<file path="src/rtl/bitty_fetch_if.sv">
// Signal bundle between the bitty fetch unit and its environment:
// start/stop control, instruction memory read port, core launch/done and status.
interface bitty_fetch_if #(
    parameter int ADDR_W = 8
);
    logic              start;
    logic              stop;
    logic [ADDR_W-1:0] start_addr;
    logic [ADDR_W-1:0] last_addr;
    logic [ADDR_W-1:0] mem_addr;
    logic              mem_req;
    logic [15:0]       mem_rdata;
    logic              mem_valid;
    logic [15:0]       instruction;
    logic              run;
    logic              done;
    logic [ADDR_W-1:0] pc;
    logic              busy;
    logic              halted;
    logic              error;
    logic [15:0]       instr_count;

    modport master (
        input  start, stop, start_addr, last_addr, mem_rdata, mem_valid, done,
        output mem_addr, mem_req, instruction, run, pc, busy, halted, error, instr_count
    );

    modport slave (
        output start, stop, start_addr, last_addr, mem_rdata, mem_valid, done,
        input  mem_addr, mem_req, instruction, run, pc, busy, halted, error, instr_count
    );
endinterface

</file>
<file path="src/rtl/bitty_fetch.sv">
// Instruction fetch/sequencer for the bitty core: fetches one word, pulses run,
// waits for done (with a watchdog) and steps the PC until last_addr or a stop.
module bitty_fetch #(
    parameter int ADDR_W  = 8,
    parameter int TIMEOUT = 64
) (
    input  logic          clk,
    input  logic          rst,
    bitty_fetch_if.master bus
);
    localparam int WD_W = (TIMEOUT > 2) ? $clog2(TIMEOUT) : 1;

    typedef enum logic [2:0] {
        S_IDLE,
        S_FETCH,
        S_ISSUE,
        S_WAIT,
        S_NEXT
    } state_t;

    state_t            r_state;
    logic [ADDR_W-1:0] r_pc;
    logic [ADDR_W-1:0] r_last;
    logic [15:0]       r_instr;
    logic [15:0]       r_cnt;
    logic              r_req;
    logic              r_run;
    logic              r_halted;
    logic              r_error;
    logic              r_stop_pend;
    logic [WD_W-1:0]   r_wdog;

    logic [WD_W-1:0]   w_wdog_nxt;
    logic              w_busy;

    assign w_busy     = (r_state != S_IDLE);
    assign w_wdog_nxt = r_wdog + 1'b1;

    always_ff @(posedge clk or negedge rst) begin
        if (!rst) begin
            r_state     <= S_IDLE;
            r_pc        <= '0;
            r_last      <= '0;
            r_instr     <= '0;
            r_cnt       <= '0;
            r_req       <= 1'b0;
            r_run       <= 1'b0;
            r_halted    <= 1'b0;
            r_error     <= 1'b0;
            r_stop_pend <= 1'b0;
            r_wdog      <= '0;
        end else begin
            r_run <= 1'b0;
            // stop only arms while a program is running; IDLE start clears it below
            if (w_busy && bus.stop) begin
                r_stop_pend <= 1'b1;
            end
            case (r_state)
                S_IDLE: begin
                    if (bus.start) begin
                        r_pc        <= bus.start_addr;
                        r_last      <= bus.last_addr;
                        r_cnt       <= '0;
                        r_halted    <= 1'b0;
                        r_error     <= 1'b0;
                        r_stop_pend <= 1'b0;
                        r_req       <= 1'b1;
                        r_state     <= S_FETCH;
                    end
                end
                S_FETCH: begin
                    if (bus.mem_valid) begin
                        r_instr <= bus.mem_rdata;
                        r_req   <= 1'b0;
                        r_run   <= 1'b1;
                        r_state <= S_ISSUE;
                    end
                end
                S_ISSUE: begin
                    r_wdog  <= '0;
                    r_state <= S_WAIT;
                end
                S_WAIT: begin
                    if (bus.done) begin
                        r_cnt   <= r_cnt + 16'd1;
                        r_state <= S_NEXT;
                    end else if (w_wdog_nxt == WD_W'(TIMEOUT - 1)) begin
                        // pc is left on the hung instruction for post-mortem
                        r_error <= 1'b1;
                        r_state <= S_IDLE;
                    end else begin
                        r_wdog <= w_wdog_nxt;
                    end
                end
                S_NEXT: begin
                    if ((r_pc == r_last) || r_stop_pend) begin
                        r_halted <= 1'b1;
                        r_state  <= S_IDLE;
                    end else begin
                        r_pc    <= r_pc + 1'b1;
                        r_req   <= 1'b1;
                        r_state <= S_FETCH;
                    end
                end
                default: r_state <= S_IDLE;
            endcase
        end
    end

    assign bus.mem_addr    = r_pc;
    assign bus.mem_req     = r_req;
    assign bus.instruction = r_instr;
    assign bus.run         = r_run;
    assign bus.pc          = r_pc;
    assign bus.busy        = w_busy;
    assign bus.halted      = r_halted;
    assign bus.error       = r_error;
    assign bus.instr_count = r_cnt;
endmodule

</file>
<file path="src/flat_wrapper.sv">
// flat-port wrapper written by rule: the top's interface ports become plain ports
module bitty_fetch_flat 
#(
    parameter int ADDR_W  = 8,
    parameter int TIMEOUT = 64
)
  (clk, rst, bus_start, bus_stop, bus_start_addr, bus_last_addr, bus_mem_rdata, bus_mem_valid, bus_done, bus_mem_addr, bus_mem_req, bus_instruction, bus_run, bus_pc, bus_busy, bus_halted, bus_error, bus_instr_count);
  bitty_fetch_if #(.ADDR_W(ADDR_W)) bus_i ();
  input  logic clk;
  input  logic rst;
  input wire logic [$bits(bus_i.start)-1:0] bus_start;
  input wire logic [$bits(bus_i.stop)-1:0] bus_stop;
  input wire logic [$bits(bus_i.start_addr)-1:0] bus_start_addr;
  input wire logic [$bits(bus_i.last_addr)-1:0] bus_last_addr;
  input wire logic [$bits(bus_i.mem_rdata)-1:0] bus_mem_rdata;
  input wire logic [$bits(bus_i.mem_valid)-1:0] bus_mem_valid;
  input wire logic [$bits(bus_i.done)-1:0] bus_done;
  output wire logic [$bits(bus_i.mem_addr)-1:0] bus_mem_addr;
  output wire logic [$bits(bus_i.mem_req)-1:0] bus_mem_req;
  output wire logic [$bits(bus_i.instruction)-1:0] bus_instruction;
  output wire logic [$bits(bus_i.run)-1:0] bus_run;
  output wire logic [$bits(bus_i.pc)-1:0] bus_pc;
  output wire logic [$bits(bus_i.busy)-1:0] bus_busy;
  output wire logic [$bits(bus_i.halted)-1:0] bus_halted;
  output wire logic [$bits(bus_i.error)-1:0] bus_error;
  output wire logic [$bits(bus_i.instr_count)-1:0] bus_instr_count;
  assign bus_i.start = bus_start;
  assign bus_i.stop = bus_stop;
  assign bus_i.start_addr = bus_start_addr;
  assign bus_i.last_addr = bus_last_addr;
  assign bus_i.mem_rdata = bus_mem_rdata;
  assign bus_i.mem_valid = bus_mem_valid;
  assign bus_i.done = bus_done;
  assign bus_mem_addr = bus_i.mem_addr;
  assign bus_mem_req = bus_i.mem_req;
  assign bus_instruction = bus_i.instruction;
  assign bus_run = bus_i.run;
  assign bus_pc = bus_i.pc;
  assign bus_busy = bus_i.busy;
  assign bus_halted = bus_i.halted;
  assign bus_error = bus_i.error;
  assign bus_instr_count = bus_i.instr_count;
  bitty_fetch #(.ADDR_W(ADDR_W), .TIMEOUT(TIMEOUT)) u_core (.clk(clk), .rst(rst), .bus(bus_i));
endmodule
</file>
<file path="config.mk">
export PLATFORM = sky130hd
export DESIGN_NAME = bitty_fetch_flat
export DESIGN_NICKNAME = d
export VERILOG_FILES = /design/src/rtl/bitty_fetch_if.sv /design/src/rtl/bitty_fetch.sv /design/src/flat_wrapper.sv
export SDC_FILE = /design/constraint.sdc
export NUM_CORES = 1
export LEC_CHECK = 0
export ABC_AREA = 0
export BUFFER_PORTS_ARGS = -buffer_cell sky130_fd_sc_hd__buf_2
export CORE_ASPECT_RATIO = 0.9
export CORE_MARGIN = 5
export CORE_UTILIZATION = 35
export CTS_BUF_LIST = sky130_fd_sc_hd__clkbuf_8
export CTS_CLUSTER_DIAMETER = 150
export DETAILED_ROUTE_END_ITERATION = 10
export PLACE_DENSITY = 0.66
export SLEW_MARGIN = 40
export SYNTH_ARGS = -nofsm -noshare
export SYNTH_HDL_FRONTEND = slang
export SYNTH_SLANG_ARGS = --single-unit
</file>
<file path="constraint.sdc">
create_clock -name clk -period 4.3 [get_ports clk]
set_clock_uncertainty 0.1 [all_clocks]
set_input_delay 0.645 -clock clk [delete_from_list [all_inputs] [get_ports clk]]
set_output_delay 0.645 -clock clk [all_outputs]
set_load 0.02 [all_outputs]
</file>
# After elaboration in Yosys (flattened, before gate mapping)
# Cells that the tools add are included.
dict set report totals {
  register_bits 62
  in_bits 38
  out_inout_bits 53
  word_cells 76
}
dict set report classes {
  addsub 3
  mux 30
  reduce_logical 17
  n_eq_ne 15
}
# op n
set op_table {}
lappend op_table {{2-to-1 mux 16 bit} 2}
lappend op_table {{one-hot mux 16 bit (2 select lines)} 1}
lappend op_table {{adder 16 x 1 -> 16 bit, second input constant} 1}
lappend op_table {{2-to-1 mux 8 bit} 2}
lappend op_table {{one-hot mux 8 bit (2 select lines)} 1}
lappend op_table {{one-hot mux 3 bit (5 select lines)} 1}
lappend op_table {{AND reduction 3 bit} 5}
lappend op_table {{2-to-1 mux 1 bit} 13}
lappend op_table {{2-to-1 mux 3 bit} 4}
lappend op_table {{2-to-1 mux 6 bit} 2}
lappend op_table {{!= test 2 bit, second input constant} 6}
lappend op_table {{one-hot mux 6 bit (2 select lines)} 1}
lappend op_table {{adder 8 x 1 -> 8 bit, second input constant} 1}
lappend op_table {{equality test 8 bit} 1}
lappend op_table {{AND reduction 4 bit} 2}
lappend op_table {{adder 6 x 1 -> 6 bit, second input constant} 1}
lappend op_table {{equality test 3 x 2 -> 1 bit, second input constant} 2}
lappend op_table {{equality test 6 bit, second input constant} 1}
lappend op_table {{nonzero test 2 bit} 3}
lappend op_table {{nonzero test 3 bit} 2}
lappend op_table {{!= test 2 x 1 -> 1 bit, second input constant} 2}
lappend op_table {{one-hot mux 1 bit (2 select lines)} 2}
lappend op_table {{AND reduction 2 bit} 2}
lappend op_table {{equality test 3 x 1 -> 1 bit, second input constant} 1}
lappend op_table {{6 further kinds} 6}

# Logic depth before layout (Yosys ltp)
# Gate-level depths: netlist (run 1).
dict set report logic_depth {
  ltp_word 5
  ltp_mapped 7
  ltp_nobuf 6
}

# Worst setup path after synthesis (run 1)
# OpenSTA, ideal clock, no wires.
dict set report synth_path {
  kind {in2reg}
  from {input port bus_start}
  to {register u_core.r_cnt[13] (netlist: u_core.bus.instr_count[13])}
  arrival_ns 1.858
  cell_stages 5
  required_ns 4.079
  path_buffers 0
  setup_time_ns 0.121
  path_slack_ns 2.221
  cell_sequence {or3b_4 a2111oi_4 nand4_1 xor2_1 nor2_2}
}
dict set report synth_between {
  elab_chain_cells 2
}
# element line_no
set synth_lines {}
lappend synth_lines {{start: declaration} flat_wrapper.sv:11} ;# input wire logic [$bits(bus_i.start)-1:0] bus_start;
lappend synth_lines {{!= test 2 bit (no source line)} n/a}
lappend synth_lines {{AND reduction 3 bit (no source line)} n/a}
lappend synth_lines {{end signal: assignment} bitty_fetch.sv:85} ;# r_cnt <= r_cnt + 16'd1;
lappend synth_lines {{end: declaration} bitty_fetch.sv:25} ;# logic [15:0] r_cnt;
# Every way passes these cells.
# A chain may end at the register's enable or synchronous reset.

# Final worst setup path (run 1)
dict set report layout_path {
  from {register u_core.r_state[0]}
  to {output port bus_busy}
}
dict set report layout_between {
  elab_chain_cells 1
}
# element line_no
set layout_lines {}
lappend layout_lines {{start: declaration} bitty_fetch.sv:21} ;# state_t r_state;
lappend layout_lines {{start signal: assignment} bitty_fetch.sv:41} ;# r_state <= S_IDLE;
lappend layout_lines {{start signal: assignment} bitty_fetch.sv:68} ;# r_state <= S_FETCH;
lappend layout_lines {{start signal: assignment} bitty_fetch.sv:76} ;# r_state <= S_ISSUE;
lappend layout_lines {{nonzero test 3 bit} bitty_fetch.sv:36} ;# assign w_busy = (r_state != S_IDLE);
lappend layout_lines {{end: declaration} flat_wrapper.sv:23} ;# output wire logic [$bits(bus_i.busy)-1:0] bus_busy;
# Every way passes these cells.

==> results of run 1 <==
[layout make-up]
type / count / area (um2) / share of cell area, %
clock buffer: 11 / 151 / 3.95
clock inverter: 4 / 70.1 / 1.83
inverter: 7 / 26.3 / 0.686
multi-input combinational: 209 / 1420 / 37.0
sequential: 62 / 1550 / 40.5
tap: 119 / 149 / 3.89
timing repair buffer: 92 / 465 / 12.1
[synthesized netlist by cell type, types with 3 or more instances]
cell type / count / share of area [%]
a22o_1: 7 / 2.0
xnor2_1: 12 / 3.4
xor2_1: 12 / 3.4
nand2_1: 46 / 5.6
nor2_2: 3 / 0.60
nor2_1: 28 / 3.4
nor3_1: 3 / 0.48
inv_1: 7 / 0.85
dfrtp_1: 62 / 50
o211ai_1: 5 / 1.2
buf_2: 6 / 0.97
buf_4: 9 / 2.2
a21oi_1: 9 / 1.4
ha_1: 4 / 1.6
o21ai_0: 3 / 0.48
nand4_1: 7 / 1.4
o311ai_1: 3 / 0.85
o21ai_1: 6 / 0.97
and4_1: 4 / 1.1
nand3_1: 8 / 1.3
clkbuf_1: 4 / 0.48
mux2_1: 19 / 6.9
[logic make-up after synthesis]
logic type               synth area share, %
AND/OR/NAND/NOR                         17.4
buffers and inverters                   4.59
flip-flops                              49.9
multiplexers                            7.25
AO/OA/AOI/OAI                           12.5
XOR/XNOR                                6.76
adder cells (fa/ha/maj)                 1.61
[power by group through the flow]
stage / logic [mW] / clock network (mW) / registers (mW)
finish: 1.02 / 0.577 / 1.04
global route: 1.13 / 0.620 / 1.08
CTS: 1.04 / 0.592 / 1.04
detailed placement: 1.03 / 0 / 1.05
global placement: 0.999 / 0 / 1.04
floorplan: 0.648 / 0 / 1.14
[metrics by stage]
stage               setup slack [ps]  hold slack, ps  area (um2)  total power, mW
global route                    1840             273        3830             2.83
detailed placement              1950             369        3610             2.08
global placement                1980             366        3610             2.04
finish                          1960             229        3830             2.64
floorplan                       2220             249        3110             1.78
CTS                             1970             246        3830             2.67
[flip-flops by register name, summed over array words and instances (netlist names)]
register	count
u_core.bus.run	1
u_core.bus.mem_req	1
u_core.r_state	3
u_core.bus.instr_count	16
u_core.bus.mem_addr	8
u_core.r_last	8
u_core.bus.halted	1
u_core.bus.error	1
u_core.r_wdog	6
u_core.bus.instruction	16
u_core.r_stop_pend	1
[cell usage in the layout (no fill, tap or decap), drive strengths merged, types with 2 or more instances in the layout]
cell type   n
and4        4
nand2      46
inv         7
o311ai      3
a22o        7
ha          4
xnor2      12
nand2b      2
o211ai      5
a311oi      2
dfrtp      62
o21ai       9
nand4       7
o311a       2
nand3       8
nor3        3
nor3b       3
mux2       20
a21oi       9
clkbuf     11
or3b        2
nor2       31
bufinv      2
buf        92
clkinv      2
a2111oi     2
xor2       12
[how the worst max path moves through the flow]
stage,end,slack [ps],cells after the start
after CTS,bus_busy,1970,3
after detailed placement,u_core.bus.instr_count[13],1950,6
final,bus_busy,1960,3
after global placement,u_core.bus.instr_count[13],1980,6
after global routing,u_core.bus.mem_addr[3],1840,5
after floorplan,u_core.bus.instr_count[13],2220,5
[metal layers]
metal / share of wire (%) / GRT usage (%) / routed length (um) / up-vias
met4: 0.89 / 3.16 / 66 / 0
met1: 45 / 18.5 / 3330 / 1229
met5: 0 / 0 / 0 / -
met3: 8.6 / 5.65 / 643 / 7
met2: 46 / 21.9 / 3400 / 78
li1: - / - / - / 1210
==> out/metrics.cfg, run 1 <==
[clock_network]
clockRootBuffer = clkbuf_8
cts.clk_slew.worst_paths_ps = 70
numCtsBuffers = 9
hold_buffers = 0
htree_levels = 3
post_cts_resized = 0
cts_tree = done
cts.path.max_buffers = 2
cts.sinks = 62
clkLatencyLatePin_ps = 330
post-cts-setup-buffers = 0

[worst_setup_path]
cp-end-kind = output port
crit_required_ps = 3560
path_buf_inv = 2
reg2reg_to = u_core.bus.mem_addr[3]
start_kind = flip-flop
r2r-start = u_core.r_state[0]
path_class = reg2out
critPathSlowestCell = dfrtp_1
worstPathArrival_ps = 1590
rr_worst_depth = 5
crit_fanout = 21
cp_cell_sequence = nor3_1, inv_1, buf_2
setup.worst_path.start = u_core.r_state[0]
slowest_delay_ps = 610
crit_family = flip-flops
rrSetupSlack_ps = 1990

[job]
cap_violations = 0

[placement]
hpwl_mm = 5.30
port_buffers = 90
dp_cells = 489
gp_congestion = 0.803

[global_routing]
grt_pass1_wl_mm = 12.1
antenna_found_initial = 0
grt_overflow_total = 0
track_usage_pct = 14.1
grt_max_degree = 37
grt_pass1_vias = 2460

[logic_synthesis]
synth_edf_count = 0
synth_cell_types = 48
synthesis.nets = 340
synth-seq-cells = 62
synth_warnings = 0
synth_ff_type = dfrtp_1
netlist_area_mm2 = 0.00311
synthCells = 298
yosysSeqAreaShare_pct = 49.9
ys_async_sr_fraction_pct = 100
avgSynthCellArea_um2 = 10.4

[pwr]
power.leakage_nw = 1.82
p_comb_share_pct = 38.6
power_density_mw_per_mm2 = 689
p_sw_share_pct = 40.9
p_sw_mw = 1.08
ir_drop_mv = 0.277
internal-power_mw = 1.56
clkPwrFrac_pct = 21.8
sequentialPowerShare_pct = 39.6

[finish]
fin_cells = 504
area_growth_pct = 23.3
nFillCells = 834
nets = 423
layout-drive-gt1-share_pct = 30.9
diodes = 0
final_util_pct = 44.5

[floorplan]
core_area_mm2 = 0.00861
dieHeight_um = 99.4
ios = 91
start_util_pct = 36.1
die_w_um = 109
die_area_mm2 = 0.0109
rows = 32

[sta]
relSlewSlack_pct = 55.3
setup-tns-final_ps = 0
period_needed_ps = 2340
maxSlewViolCount = 0
worst_slew_pin_slew_ps = 669
hold_viol = 0
timing.final.crit_share_pct = 54.4
finalSetupViolCount = 0
fmax_ghz = 0.428
rsz0062_at_grt = false

[drt]
wl_per_cell_um = 14.8
via_per_inst = 5.01
detail_route.first_pass.iterations = 4
finalWirelength_mm = 7.44
drt_iter0_drc = 91
drc = 0
ant_nets = 0
vias = 2524

[worst_hold_path]
hold_path_class = in2async

[status]
status = complete, no violations

Note: power is estimated with default switching activity, not from simulation.
==> run 2: changes to the inputs <==
- PLACE_DENSITY: 0.66 -> 0.68
- clock period: 4.3 -> 2.14 ns (I/O delays scaled with it)
==> run 2 against run 1 <==
Against the previous run: combinational power increased by 120%; sequential share of layout area down 1.3 points; register-to-register slack lost 1800 ps; setup slack got worse by 1800 ps; critical endpoint is now u_core.bus.instr_count[15]; largest cell class unchanged; highest routed layer unchanged; hold slack lost 170 ps; non-clock buffer count up 12; critical path type is now reg2reg; total power is 110% higher; die area is the same; via count rose by 0.32%.
==> out/metrics.cfg, run 2 (synthesis gave the netlist of run 1 again) <==
[sta]
finalSetupViolCount = 0  ; unchanged
maxSlewViolCount = 0  ; unchanged
relSlewSlack_pct = 64.7  ; +9.4 points
fmax_ghz = 0.501
worst_slew_pin_slew_ps = 529  ; -140 ps
setup-tns-final_ps = 0  ; unchanged
rsz0062_at_grt = false
hold_viol = 0  ; unchanged
timing.final.crit_share_pct = 93.2
period_needed_ps = 2000

[worst_hold_path]
hold_path_class = in2reg
hold_start = bus_last_addr[0]

[worst_setup_path]
path_class = reg2reg
crit_required_ps = 2260  ; -1300 ps
r2r-start = u_core.r_state[0]
worstPathArrival_ps = 2120  ; +530 ps
start_kind = flip-flop
crit_fanout = 5  ; -76%
cp-end-kind = flip-flop
setup.worst_path.start = u_core.r_state[0]

[global_routing]
grt_pass1_wl_mm = 11.9  ; -1.1%
grt_pass1_vias = 2470  ; +0.41%
antenna_found_initial = 0  ; unchanged
track_usage_pct = 14.0  ; -0.086 points
grt_overflow_total = 0  ; unchanged
grt_max_degree = 42  ; +14%

[finish]
nets = 435  ; +2.8%
diodes = 0  ; unchanged
area_growth_pct = 27.4
fin_cells = 517  ; +2.6%
final_common_cell = buf_2
layout-drive-gt1-share_pct = 32.9  ; +2.0 points
multi_input_area_mm2 = 0.00142  ; unchanged
regArea_mm2 = 0.00155  ; unchanged
nFillCells = 818  ; -1.9%
final_cell_mix = 90 x buf_2, 62 x dfrtp_1, 46 x nand2_1, 28 x nor2_1, 19 x mux2_1

[floorplan]
die_area_mm2 = 0.0109  ; unchanged
start_util_pct = 36.1  ; unchanged
ios = 91  ; unchanged
core_area_mm2 = 0.00861  ; unchanged
dieHeight_um = 99.4  ; unchanged
rows = 32  ; unchanged
die_w_um = 109  ; unchanged

[clock_network]
clkLatencyLatePin_ps = 340  ; about the same
cts.clk_slew.worst_paths_ps = 80  ; about the same
post-cts-setup-buffers = 0  ; unchanged
cts.path.max_buffers = 2  ; unchanged
htree_levels = 3  ; unchanged
cts_tree = done
clockRootBuffer = clkbuf_8
numCtsBuffers = 9  ; unchanged
cts.sinks = 62  ; unchanged

[drt]
drc = 0  ; unchanged
vias = 2532  ; +0.32%
finalWirelength_mm = 7.29  ; -2.0%
ant_nets = 0  ; unchanged
wl_per_cell_um = 14.1  ; -4.5%
via_per_inst = 4.90  ; -2.2%
detail_route.first_pass.iterations = 4  ; unchanged
drt_iter0_drc = 135  ; +48%

[placement]
hpwl_mm = 5.45  ; +2.8%
dp_cells = 500  ; +2.2%
port_buffers = 90  ; unchanged
gp_congestion = 0.794  ; -1.1%

[job]
cap_violations = 0  ; unchanged

[pwr]
power.leakage_nw = 1.89  ; +3.5%
ir_drop_mv = 0.504  ; +82%
power_density_mw_per_mm2 = 1380  ; +100%

[status]
status = complete, no violations

run 2: changes by cell type in the layout (fill, tap and decap cells not counted), sizes merged:
cell | before | now
dlygate4sd3 | 0 | 1
clkbuf | 11 | 10
clkinvlp | 0 | 1
buf | 92 | 103
inv | 7 | 8
run 2: worst max-delay path, stage by stage, from the launching register on:
cell	delay (ps)
dfrtp_1	420
or3b_4	460
a2111oi_4	500
nand3_1	170
xor2_1	180
nor2_2	40
run 2: path summary, 6_finish.rpt:
| kind | end | slack (ps) | cells past startpoint |
|---|---|---|---|
| worst max-delay path | u_core.bus.instr_count[15] | 140 | 5 |
| worst min-delay path | u_core.r_last[0] | 60 | 3 |
| worst min register to register | u_core.bus.instruction[14] | 390 | 1 |
| worst max register to register | u_core.bus.instr_count[15] | 140 | 5 |
| min in group asynchronous | u_core.bus.instruction[11] | 400 | 2 |
| max in group asynchronous | u_core.bus.instr_count[15] | 940 | 3 |
run 2: area by class of cell:
class	count	share of cell area [%]
flip-flops and latches	62	39.2
repair buffers	104	14.7
clock buffers	10	3.48
well taps	119	3.76
inverters	7	0.664
multi-input cells	209	35.8
clock inverters	6	2.37
run 2: where the power goes:
| group | internal (mW) | switching, mW | leakage, nW |
|---|---|---|---|
| clock network | 0.695 | 0.491 | 0.113 |
| registers | 1.59 | 0.424 | 0.784 |
| logic | 0.945 | 1.32 | 0.989 |
run 2: per-layer routing:
layer  vias up  routed length, um  global-route usage, %
li1       1240                  -                      -
met1      1200               3350                   19.1
met2        82               3280                   20.6
met3        10                590                   4.87
met4         0                 73                   4.79
met5         -                  0                      0
run 2: repair_timing:
item | 4_1_cts | 5_1_grt
endpoints found under the setup margin | 0 | 2
gates resized for setup | 0 | 1
endpoints found under the hold margin | 21 | 0
hold buffers | 1 | 0
run 2: per-stage QoR:
step	util (%)	power, mW	hold slack, ps	worst slack [ps]	cell area [um2]
3_5_place_dp	43.1	4.32	231	71.8	3710
5_1_grt	46.0	5.84	56.2	20.3	3960
4_1_cts	45.9	5.52	46.0	59.4	3960
2_1_floorplan	-	3.58	-74.6	203	3110
6_report	46.0	5.46	61.4	144	3960
3_3_place_gp	43.1	4.24	229	158	3710
